### src/rtl/multicycle_chunk_adder_pkg.sv
// Shared definitions for the multi-cycle chunked add/subtract unit:
// FSM state encodings and the chunk-counter width derivation.
package multicycle_chunk_adder_pkg;

    typedef enum logic [1:0] {
        ST_IDLE = 2'd0,
        ST_BUSY = 2'd1,
        ST_DONE = 2'd2
    } state_e;

    // Counter width for nchunk chunks; never narrower than one bit.
    function automatic int unsigned cnt_width(input int unsigned nchunk);
        return (nchunk > 1) ? 32'($clog2(nchunk)) : 32'd1;
    endfunction

endpackage

### src/rtl/multicycle_chunk_adder_ripple.sv
// Combinational N-bit ripple-carry adder assembled from per-bit full-adder cells;
// serves as the per-cycle datapath of the chunked adder.
module chunk_ripple_adder #(
    parameter int unsigned N = 2
) (
    input  logic [N-1:0] x,
    input  logic [N-1:0] y,
    input  logic         ci,
    output logic [N-1:0] sum_c,
    output logic         cout_c
);

    logic [N:0] c;

    assign c[0] = ci;

    for (genvar i = 0; i < N; i++) begin : g_fa
        assign sum_c[i] = x[i] ^ y[i] ^ c[i];
        assign c[i+1]   = (x[i] & y[i]) | (c[i] & (x[i] ^ y[i]));
    end

    assign cout_c = c[N];

endmodule

### src/rtl/multicycle_chunk_adder.sv
// WIDTH-bit add/subtract unit that resolves CHUNK bits per clock through a
// registered carry, with valid/ready handshakes and registered ALU flags.
module multicycle_chunk_adder
    import multicycle_chunk_adder_pkg::*;
#(
    parameter int unsigned WIDTH = 32,
    parameter int unsigned CHUNK = 2
) (
    input  logic             clk,
    input  logic             rst_n,
    input  logic             in_valid,
    output logic             in_ready,
    input  logic [WIDTH-1:0] a,
    input  logic [WIDTH-1:0] b,
    input  logic             cin,
    input  logic             sub,
    output logic             out_valid,
    input  logic             out_ready,
    output logic [WIDTH-1:0] sum,
    output logic             cout,
    output logic             ovf,
    output logic             zero
);

    localparam int unsigned NCHUNK = WIDTH / CHUNK;
    localparam int unsigned CW     = cnt_width(NCHUNK);

    state_e state_q, state_d;

    logic [NCHUNK-1:0][CHUNK-1:0] a_q, a_d;
    logic [NCHUNK-1:0][CHUNK-1:0] b_q, b_d;
    logic [NCHUNK-1:0][CHUNK-1:0] sum_q, sum_d;
    logic [CW-1:0]                cnt_q, cnt_d;
    logic                         carry_q, carry_d;
    logic                         in_ready_q, in_ready_d;
    logic                         out_valid_q, out_valid_d;
    logic                         cout_q, cout_d;
    logic                         ovf_q, ovf_d;
    logic                         zero_q, zero_d;

    logic                         accept_c;
    logic                         last_c;
    logic                         release_c;
    logic [CHUNK-1:0]             chunk_sum_c;
    logic                         chunk_cout_c;

    assign accept_c  = in_valid && in_ready_q;
    assign last_c    = (cnt_q == CW'(NCHUNK - 1));
    assign release_c = out_valid_q && out_ready;

    chunk_ripple_adder #(.N(CHUNK)) u_chunk (
        .x      (a_q[cnt_q]),
        .y      (b_q[cnt_q]),
        .ci     (carry_q),
        .sum_c  (chunk_sum_c),
        .cout_c (chunk_cout_c)
    );

    // State register
    always_ff @(posedge clk or negedge rst_n) begin
        if (!rst_n) begin
            state_q <= ST_IDLE;
        end else begin
            state_q <= state_d;
        end
    end

    // Next-state logic
    always_comb begin
        state_d = state_q;
        case (state_q)
            ST_IDLE: if (accept_c)  state_d = ST_BUSY;
            ST_BUSY: if (last_c)    state_d = ST_DONE;
            ST_DONE: if (release_c) state_d = ST_IDLE;
            default:                state_d = ST_IDLE;
        endcase
    end

    // Next values of the operand, carry, result and handshake registers
    always_comb begin
        a_d         = a_q;
        b_d         = b_q;
        sum_d       = sum_q;
        cnt_d       = cnt_q;
        carry_d     = carry_q;
        in_ready_d  = in_ready_q;
        out_valid_d = out_valid_q;
        cout_d      = cout_q;
        ovf_d       = ovf_q;
        zero_d      = zero_q;
        case (state_q)
            ST_IDLE: begin
                if (accept_c) begin
                    a_d        = a;
                    b_d        = sub ? ~b : b;
                    carry_d    = sub | cin;
                    cnt_d      = '0;
                    in_ready_d = 1'b0;
                end
            end
            ST_BUSY: begin
                sum_d[cnt_q] = chunk_sum_c;
                carry_d      = chunk_cout_c;
                cnt_d        = last_c ? '0 : cnt_q + CW'(1);
                // The last chunk carries the MSB, so the flags resolve on this edge
                if (last_c) begin
                    out_valid_d = 1'b1;
                    cout_d      = chunk_cout_c;
                    zero_d      = (sum_d == '0);
                    ovf_d       = (a_q[NCHUNK-1][CHUNK-1] == b_q[NCHUNK-1][CHUNK-1]) &&
                                  (chunk_sum_c[CHUNK-1] != a_q[NCHUNK-1][CHUNK-1]);
                end
            end
            ST_DONE: begin
                if (release_c) begin
                    out_valid_d = 1'b0;
                    in_ready_d  = 1'b1;
                end
            end
            default: ;
        endcase
    end

    // Datapath and output registers
    always_ff @(posedge clk or negedge rst_n) begin
        if (!rst_n) begin
            a_q         <= '0;
            b_q         <= '0;
            sum_q       <= '0;
            cnt_q       <= '0;
            carry_q     <= 1'b0;
            in_ready_q  <= 1'b1;
            out_valid_q <= 1'b0;
            cout_q      <= 1'b0;
            ovf_q       <= 1'b0;
            zero_q      <= 1'b0;
        end else begin
            a_q         <= a_d;
            b_q         <= b_d;
            sum_q       <= sum_d;
            cnt_q       <= cnt_d;
            carry_q     <= carry_d;
            in_ready_q  <= in_ready_d;
            out_valid_q <= out_valid_d;
            cout_q      <= cout_d;
            ovf_q       <= ovf_d;
            zero_q      <= zero_d;
        end
    end

    assign in_ready  = in_ready_q;
    assign out_valid = out_valid_q;
    assign sum       = sum_q;
    assign cout      = cout_q;
    assign ovf       = ovf_q;
    assign zero      = zero_q;

endmodule
### config.mk
export PLATFORM = sky130hd
export DESIGN_NAME = multicycle_chunk_adder
export DESIGN_NICKNAME = d
export VERILOG_FILES = /design/src/rtl/multicycle_chunk_adder_pkg.sv /design/src/rtl/multicycle_chunk_adder_ripple.sv /design/src/rtl/multicycle_chunk_adder.sv
export SDC_FILE = /design/constraint.sdc
export NUM_CORES = 1
export LEC_CHECK = 0
export BUFFER_PORTS_ARGS = -buffer_cell sky130_fd_sc_hd__clkbuf_2
export CELL_PAD_IN_SITES_DETAIL_PLACEMENT = 0
export CELL_PAD_IN_SITES_GLOBAL_PLACEMENT = 1
export CORE_MARGIN = 2
export CORE_UTILIZATION = 46
export CTS_CLUSTER_DIAMETER = 60
export DETAILED_ROUTE_END_ITERATION = 16
export GPL_TIMING_DRIVEN = 0
export PLACE_DENSITY_LB_ADDON = 0.1
export SKIP_CTS_REPAIR_TIMING = 1
export SLEW_MARGIN = 5
export SYNTH_ARGS = -nofsm -noshare
export SYNTH_HDL_FRONTEND = slang
export SYNTH_SLANG_ARGS = --single-unit
### constraint.sdc
create_clock -name clk -period 5.4 [get_ports clk]
set_clock_uncertainty 0.1 [all_clocks]
set_input_delay 1.08 -clock clk [delete_from_list [all_inputs] [get_ports clk]]
set_output_delay 1.08 -clock clk [all_outputs]
set_load 0.005 [all_outputs]
## Word-level counts from Yosys, hierarchy flattened

Cells that the tools add are included.

- Equality and inequality tests: 8
- Muxes and demuxes: 23
- Reduce and logical (&&, ||, !) cells: 15
- Bitwise gates (word level): 12
- Magnitude comparators: 2
- $add $sub $neg: 1

Operators with widths:

| operator | count |
|---|---|
| 32-bit bitwise mux | 1 |
| 32-bit zero test | 1 |
| 32-bit two-way mux | 1 |
| 32-bit inverter | 1 |
| 2-bit binary-select mux with 4-bit select | 2 |
| 2-bit two-way mux | 6 |
| 3-bit AND reduction | 3 |
| 2-bit demux with 4-bit select | 1 |
| 4-bit two-way mux | 2 |
| 4-bit one-hot mux with 2 select lines | 1 |
| 2-bit inequality test (second input constant) | 3 |
| 1-bit one-hot mux with 2 select lines | 3 |
| 2-bit one-hot mux with 3 select lines | 1 |
| 2-bit AND reduction | 3 |
| 2-bit nonzero test | 3 |
| 4-bit by 5-bit < comparator with 1-bit output (second input constant) | 1 |
| 1-bit two-way mux | 5 |
| 4-bit by 1-bit adder with 4-bit output (second input constant) | 1 |
| 1-bit bitwise AND | 4 |
| 4-bit == test (second input constant) | 1 |
| 4-bit by 1-bit greater-or-equal comparator with 1-bit output (second input constant) | 1 |
| 1-bit logical AND | 4 |
| 1-bit bitwise XOR | 4 |
| 1-bit OR | 3 |
| 5 further kinds | 5 |

- Register bits after elaboration: 108
- Logic and storage cells: 117
- Output and inout port bits: 37
- Input port bits: 70

## Longest topological paths before layout

Gate-level depths: netlist of the first run.

- Depth after elaboration: 8
- Gate-level depth with buffers: 12
- Gate-level depth less buffers: 11

## Hierarchy

A second synthesis of the first run with hierarchy kept.

- Cell total of the unflattened synthesis: 491
- Area, all modules: 5,534.1 sq um

Modules (own cells, without submodules):

| module | sequential area each (sq um) | area an instance (sq um) | instances | cells an instance |
|---|---|---|---|---|
| multicycle_chunk_adder | 2,703.8 | 5,464.0 | 1 | 481 |
| chunk_ripple_adder | 0.0 | 70.1 | 1 | 10 |

## Worst setup path before layout of the first run

No wires, ideal clock.

- Kind: flip-flop to flip-flop
- From: register cnt_q[0]
- To: register zero_q, in the netlist zero
- Data required time: 5,233 ps
- Buffers on the path: 1
- Library setup time: 67 ps
- Slack: 1,817 ps
- Clock period less this slack: 3,583 ps
- Data arrival time: 3,416 ps
- Cell stages (with the launch flop): 13
- Path through: dfrtp_1 -> buf_6 -> mux4_2 -> mux4_2 -> inv_1 -> fa_1 -> inv_1 -> fa_1 -> or4_1 -> a221oi_2 -> nand4_1 -> nor3_1 -> a32o_1

- Longest elaborated chain between the ends: 8
- Elaborated cells between the ends (all ways): 20
- Those cells by class: order compare (2); eq/ne (1); mux (7); bitwise (7); reduce/logical (3)

RTL lines:

| what | line | text |
|---|---|---|
| start, declared | multicycle_chunk_adder.sv:33 | `logic [CW-1:0] cnt_q, cnt_d;` |
| start signal, assigned | multicycle_chunk_adder.sv:141 | `cnt_q <= cnt_d;` |
| 2-bit binary-select mux with 4-bit select, on equally long branches | multicycle_chunk_adder.sv:52, multicycle_chunk_adder.sv:53 |  |
| 2-bit two-way mux, on equally long branches | multicycle_chunk_adder.sv:52, multicycle_chunk_adder.sv:53 |  |
| 1-bit bitwise XOR | multicycle_chunk_adder_ripple.sv:18, multicycle_chunk_adder_ripple.sv:19 |  |
| 1-bit bitwise AND | multicycle_chunk_adder_ripple.sv:19 | `assign c[i+1] = (x[i] & y[i]) \| (c[i] & (x[i] ^ y[i]));` |
| 1-bit OR | multicycle_chunk_adder_ripple.sv:19 |  |
| 1-bit bitwise XOR | multicycle_chunk_adder_ripple.sv:18 | `assign sum_c[i] = x[i] ^ y[i] ^ c[i];` |
| 32-bit bitwise mux | multicycle_chunk_adder.sv:102 | `sum_d[cnt_q] = chunk_sum_c;` |
| 32-bit zero test | multicycle_chunk_adder.sv:109 | `zero_d = (sum_d == '0);` |
| end signal, assigned | multicycle_chunk_adder.sv:147 | `zero_q <= zero_d;` |
| end, declared | multicycle_chunk_adder.sv:39 | `logic zero_q, zero_d;` |

Parallel ways exist; a longest one is shown, timed or not. The select of a mux whose other input is x is not followed.
A chain may end at the register's enable or synchronous reset.

## Final worst setup path of the first run

- From: register cnt_q[2]
- To: register zero_q, in the netlist zero

Same word-level chain as after synthesis.

==> flow_summary_export.csv, run 1 <==
group,metric,value,unit
status,outcome,"finished, final reports clean",
yosys,synth_top_flop_cell,"dfrtp_1",
yosys,synth-edff-count,0,
floorplanning,pin_count,107,
yosys,ys_seq_elements,108,
worst_setup_path,cp_max_fo,10,
worst_setup_path,cpPeakStageDelay,0.63,ns
placed_design,hpwl,10.1,mm
cells_and_area,fin_nets,747,
clocking,cts_buffer_depth,2,
worst_setup_path,worstPathArrival,4.38,ns
floorplanning,core_area,11500,sq um
timing,timing.final.crit_period,4.18,ns
power_and_ir_drop,p_per_area,464,nW/um^2
drt,routed_via_density,5.36,
global_route,antenna_found_initial,0,
placed_design,gp_congestion,0.880,
worst_setup_path,r2r-end,"zero",
drt,drt_pass1_iterations,6,
cells_and_area,fillerInstances,1083,
timing,setup_viol,0,
global_route,grt_use_total,23.1,%
clocking,clk_pin_slew,0.07,ns
worst_setup_path,r2r_start,"cnt_q[2]",
cells_and_area,drive_gt1_share,25.7,%
floorplanning,rows,39,
cells_and_area,area_delta_synth_final,18.1,%
cells_and_area,stdcell_count,819,
placed_design,portBuffers,105,
timing,rsz0062_at_grt,"false",
timing,fin_setup_tns,0,ns
drt,via_count,4388,
timing,maxSlewHeadroom,41.4,%
clocking,insertion_delay,0.36,ns
yosys,synthDistinctLibCells,47,
worst_setup_path,cp-start-kind,"register",
drt,drc,0,
global_route,grt_pass1_vias,4259,
yosys,ys_seq_area_share,49.8,%
yosys,netlist_area,5430,sq um
worst_setup_path,cp_slowest_cell,"or4_1",
drt,dr.first_iter.drc_count,232,
clocking,cts_buffers,9,
run,drv_cap,0,
power_and_ir_drop,ir_drop,0.220,mV
global_route,globalRoute.totalOverflow,0,
drt,drt_wl_total,14.0,mm
worst_setup_path,end_kind,"register",
yosys,syn_inst,555,
global_route,grt_max_degree,109,
floorplanning,dieHeight,113,microns
floorplanning,fp.dieW,113,microns
placed_design,place_ws,1.24,ns
worst_setup_path,ff2ff_path_depth,12,
clocking,htreeDepth,3,
worst_setup_path,crit_start,"cnt_q[2]",
yosys,async_flop_share,100,%
yosys,avgSynthCellArea,9.78,sq um
timing,hold_viol,0,
worst_setup_path,crit_type,"register to register",
yosys,synth_top_area_cell,"dfrtp_1",
yosys,yosys-top-cells-area,"dfrtp_1 49%, nand2_1 12%, mux4_2 8.3%",
drt,postRouteAntennaNets,0,
power_and_ir_drop,leakage,0.00312,uW
global_route,grt_pass1_wl,22.8,mm
timing,worst_slack,1.22,ns
yosys,syn-num-nets,631,
timing,timing.fmax,239,MHz
placed_design,placedCellCount,803,
timing,fin_crit_sh,77.4,%
min_path,hp-class,"register to register",
clocking,tritoncts,"done",
cells_and_area,diodes,0,
floorplanning,start_util,47.3,%
timing,slew_violations,0,
clocking,root_buffer,"clkbuf_16",
yosys,synth_top_area_share,49.3,%
worst_setup_path,cp.required,5.60,ns
yosys,yosys_warnings,0,
clocking,numClockSinks,108,
worst_setup_path,reg2reg_slack,1.22,ns
drt,wl_per_cell,17.0,microns
worst_setup_path,crit_chain,"buf_2 -> buf_1 -> mux4_2 -> inv_1 -> fa_1 -> inv_1 -> fa_1 -> or4_1 -> a221oi_2 -> nand4_1 -> nor3_1 -> a32o_1",
timing,worst_pin_slew,0.879,ns
floorplanning,die_area,12700,sq um
worst_setup_path,cp-endpoint,"zero",
==> cell usage in the layout, fill, tap and decap left out, types with 11 or more instances in the layout <==
cell type and n:
nand2_1 170, dfrtp_1 107, clkbuf_2 105, o21ai_0 55, xnor2_1 32, mux4_2 20, clkbuf_1 20, a21oi_1 18
nand3_1 15, mux2_2 15, inv_1 13, nor2_1 12, nor3_1 12, buf_2 11
==> state kept, by name, indices dropped and copies added, names as in the netlist <==
| name | cells |
|---|---|
| b_q | 32 |
| state_q | 2 |
| cout | 1 |
| ovf | 1 |
| a_q | 32 |
| carry_q | 1 |
| sum | 32 |
| cnt_q | 4 |
| out_valid | 1 |
| zero | 1 |
| in_ready | 1 |
==> cell families (layout without fill, tap and decap cells) <==
kind of cell	count (synthesis)	in the layout	share of synthesized area, %
DFF	108	108	49.8
adders and majority gates	6	6	1.66
xor gates and xnor gates	32	32	5.16
buffers and inverters	51	172	4.01
muxes	37	37	11.8
AOI/OAI and AO/OA	97	97	10.6
and+or+nand+nor	224	224	17.0
==> synth_stat cells, types with 2 or more instances <==
master	instances
mux2_2	15
o31ai_1	2
buf_2	11
a21oi_1	18
buf_1	4
nor2b_1	3
a2bb2oi_1	2
o21ai_0	55
a311oi_1	2
nor4_1	2
clkbuf_1	17
dfrtp_1	107
o22ai_1	2
nand2_1	170
ha_1	4
nand4_1	2
o32ai_1	3
mux2i_1	2
fa_1	2
mux4_2	20
nor2_1	12
a31oi_1	2
inv_2	2
nor3_1	12
xnor2_1	32
nand2b_1	5
inv_1	13
nand3_1	15
==> per-layer routing <==
layer | routed length, microns | global-route usage, % | share of wire [%]
met5 | 0 | 0 | 0
met4 | 374 | 9.92 | 2.7
met3 | 595 | 3.19 | 4.3
met2 | 6740 | 37.0 | 48
met1 | 6260 | 31.8 | 45
==> metrics by stage <==
stage | cell area [sq um] | hold slack [ns] | util (%) | power, uW
after floorplan | 5430 | 0.340 | - | 1920
after CTS | 6410 | 0.376 | 55.9 | 3010
after detailed placement | 6140 | 0.359 | 53.6 | 2380
after global placement | 6130 | 0.353 | 53.5 | 2370
after global routing | 6410 | 0.398 | 55.9 | 3190
final | 6410 | 0.372 | 55.9 | 2980
==> critical path: cells and delay by family, from the launching register on <==
| kind | cells | cell delay (ns) |
|---|---|---|
| AOI/OAI and AO/OA | 2 | 0.41 |
| muxes | 1 | 0.34 |
| adders and majority gates | 2 | 0.96 |
| DFF | 1 | 0.40 |
| and+or+nand+nor | 3 | 0.98 |
| buffers and inverters | 4 | 0.92 |
==> power by group <==
part | switching [uW] | internal, uW | total, uW
Sequential | 128 | 964 | 1090
Clock | 298 | 327 | 625
Combinational | 753 | 509 | 1260
==> layout make-up <==
| class | count | area (sq um) | share of cell area (%) |
|---|---|---|---|
| multi-input cells | 396 | 2510 | 39.1 |
| clock inverters | 3 | 21.3 | 0.332 |
| repair buffers | 105 | 534 | 8.33 |
| clock buffers | 13 | 250 | 3.90 |
| well taps | 143 | 179 | 2.79 |
| inverters | 16 | 60.1 | 0.936 |
| flip-flops and latches | 108 | 2700 | 42.2 |
| plain buffers | 35 | 158 | 2.46 |
==> worst min-delay path by stage <==
stage                       start       to  slack, ns  cells past startpoint
after CTS                  a_q[4]   a_q[4]       0.38                      2
after floorplan           a_q[12]  a_q[12]       0.34                      2
after global routing       a_q[4]   a_q[4]       0.40                      2
final                      a_q[4]   a_q[4]       0.37                      2
after detailed placement   a_q[4]   a_q[4]       0.36                      2
after global placement    a_q[18]  a_q[18]       0.35                      2
Power figures use the tool's default switching activity.
==> run 2, diff against run 1 <==
--- a/config.mk
+++ b/config.mk
@@ -9,7 +9,7 @@
 export CELL_PAD_IN_SITES_DETAIL_PLACEMENT = 0
 export CELL_PAD_IN_SITES_GLOBAL_PLACEMENT = 1
 export CORE_MARGIN = 2
-export CORE_UTILIZATION = 46
+export CORE_UTILIZATION = 42
 export CTS_CLUSTER_DIAMETER = 60
 export DETAILED_ROUTE_END_ITERATION = 16
 export GPL_TIMING_DRIVEN = 0
==> constraint.sdc (replaced) <==
create_clock -name clk -period 4.1 [get_ports clk]
set_clock_uncertainty 0.1 [all_clocks]
set_input_delay 0.82 -clock clk [delete_from_list [all_inputs] [get_ports clk]]
set_output_delay 0.82 -clock clk [all_outputs]
set_load 0.005 [all_outputs]
==> flow_summary_export.csv, run 2 (same netlist as run 1, synthesis figures left out) <==
group,metric,value,unit
status,outcome,"finished, final reports clean",
worst_setup_path,cp_max_fo,10,
worst_setup_path,cp-start-kind,"register",
timing,slew_violations,0,
worst_setup_path,path_buf_inv,3,
clocking,clk_pin_slew,0.07,ns
floorplanning,core_area,12600,sq um
clocking,htreeDepth,3,
worst_setup_path,crit_chain,"buf_6 -> mux4_2 -> mux4_2 -> inv_1 -> fa_1 -> inv_1 -> fa_2 -> or4_1 -> a221oi_2 -> nand4_1 -> nor3_1 -> a32o_1",
timing,rsz0062_at_grt,"false",
run,drv_cap,0,
drt,via_count,4328,
cells_and_area,mostFrequentLayoutCells,"170 x nand2_1, 107 x dfrtp_1, 105 x clkbuf_2, 55 x o21ai_0, 32 x xnor2_1",
drt,routed_via_density,5.10,
drt,drt_pass1_iterations,4,
power_and_ir_drop,clock_power_share,20.8,%
worst_setup_path,worstPathArrival,4.08,ns
cells_and_area,fin_nets,747,
clocking,tritoncts,"done",
floorplanning,fp.dieW,118,microns
power_and_ir_drop,ir_drop,0.253,mV
placed_design,placedCellCount,832,
clocking,root_buffer,"clkbuf_16",
placed_design,portBuffers,105,
drt,wl_per_cell,16.1,microns
floorplanning,pin_count,107,
power_and_ir_drop,pwr-share-comb,42.3,%
timing,maxSlewHeadroom,43.7,%
floorplanning,dieHeight,118,microns
clocking,cts_buffer_depth,2,
clocking,cts_buffers,9,
power_and_ir_drop,leakage,0.00312,uW
drt,dr.first_iter.drc_count,209,
clocking,insertion_delay,0.35,ns
timing,fin_crit_sh,95.0,%
global_route,antenna_found_initial,0,
timing,worst_slack,0.204,ns
clocking,numClockSinks,108,
timing,hold_viol,0,
worst_setup_path,cpPeakStageDelay,0.56,ns
drt,drc,0,
timing,worst_pin_slew,0.845,ns
worst_setup_path,crit_type,"register to register",
placed_design,hpwl,10.1,mm
drt,postRouteAntennaNets,0,
power_and_ir_drop,p_sw_share,39.0,%
placed_design,gp_congestion,0.887,
cells_and_area,layout_commonest_cell,"nand2_1",
worst_setup_path,cp.required,4.29,ns
power_and_ir_drop,power_frac_seq,36.9,%
cells_and_area,final_core_util,51.1,%
cells_and_area,drive_gt1_share,25.7,%
global_route,grt_max_degree,109,
floorplanning,rows,41,
drt,drt_wl_total,13.6,mm
worst_setup_path,cp_slowest_cell,"or4_1",
cells_and_area,fillerInstances,1261,
min_path,hp-class,"register to register",
cells_and_area,stdcell_count,848,
floorplanning,die_area,13900,sq um
cells_and_area,diodes,0,
placed_design,place_ws,0.101,ns
global_route,grt_pass1_vias,4416,
power_and_ir_drop,p_sw,1520,uW
timing,setup_viol,0,
global_route,globalRoute.totalOverflow,0,
power_and_ir_drop,p_per_area,604,nW/um^2
cells_and_area,area_delta_synth_final,18.7,%
global_route,grt_pass1_wl,22.5,mm
global_route,grt_use_total,20.8,%
worst_setup_path,end_kind,"register",
timing,timing.final.crit_period,3.90,ns
timing,fin_setup_tns,0,ns
timing,timing.fmax,257,MHz
worst_setup_path,critical-path-top-delay-family,"multiplexers",
power_and_ir_drop,intPower,2370,uW
floorplanning,start_util,43.0,%
[run 2: cell count changes in the layout (fill, tap and decap cells not counted), sizes merged]
cell and delta:
clkinv +1, clkinvlp -1, clkbuf +1, inv -1
[run 2: worst paths after layout]
path                          start  endpoint  slack, ns  depth (start not counted)
min                         a_q[29]   a_q[29]       0.37                          2
max in group asynchronous     rst_n    b_q[6]       2.85                          1
max reg2reg                cnt_q[0]      zero       0.20                         12
min in group asynchronous     rst_n   sum[10]       0.49                          1
min reg2reg                 a_q[29]   a_q[29]       0.37                          2
max                        cnt_q[0]      zero       0.20                         12
[run 2: power groups by stage]
stage / Combinational (uW) / Clock (uW) / Sequential, uW
floorplan: 1110 / 0 / 1410
global placement: 1650 / 0 / 1450
detailed placement: 1660 / 0 / 1460
CTS: 1660 / 824 / 1440
global route: 1820 / 861 / 1470
finish: 1650 / 809 / 1440
[run 2: layer usage]
layer / vias up / share of wire (%) / global-route usage, %
met5: - / 0 / 0
met4: 0 / 2.8 / 10.1
met3: 26 / 4.2 / 3.29
met2: 126 / 49 / 34.8
met1: 2053 / 44 / 26.3
li1: 2123 / - / -
[run 2: area by class of cell]
class                      count  area (sq um)  share of cell area, %
sequential                   108          2700                   42.0
multi-input combinational    396          2510                   38.9
timing repair buffer         105           534                   8.29
clock buffer                  14           254                   3.94
tap                          172           215                   3.34
buffer                        35           158                   2.45
inverter                      16          60.1                  0.932
clock inverter                 2          10.0                  0.155
[run 2: tightest hold or removal path, stage by stage, from the launching register on]
cell	delay, ns
dfrtp_1	0.34
nand2_1	0.05
nand2_1	0.05
[run 2: stage by stage]
stage | hold slack (ns) | power, uW | cell area (sq um)
after detailed placement | 0.358 | 3110 | 6180
after CTS | 0.375 | 3920 | 6440
after global routing | 0.404 | 4150 | 6440
after global placement | 0.352 | 3100 | 6170
after floorplan | 0.340 | 2530 | 5430
final | 0.370 | 3890 | 6440
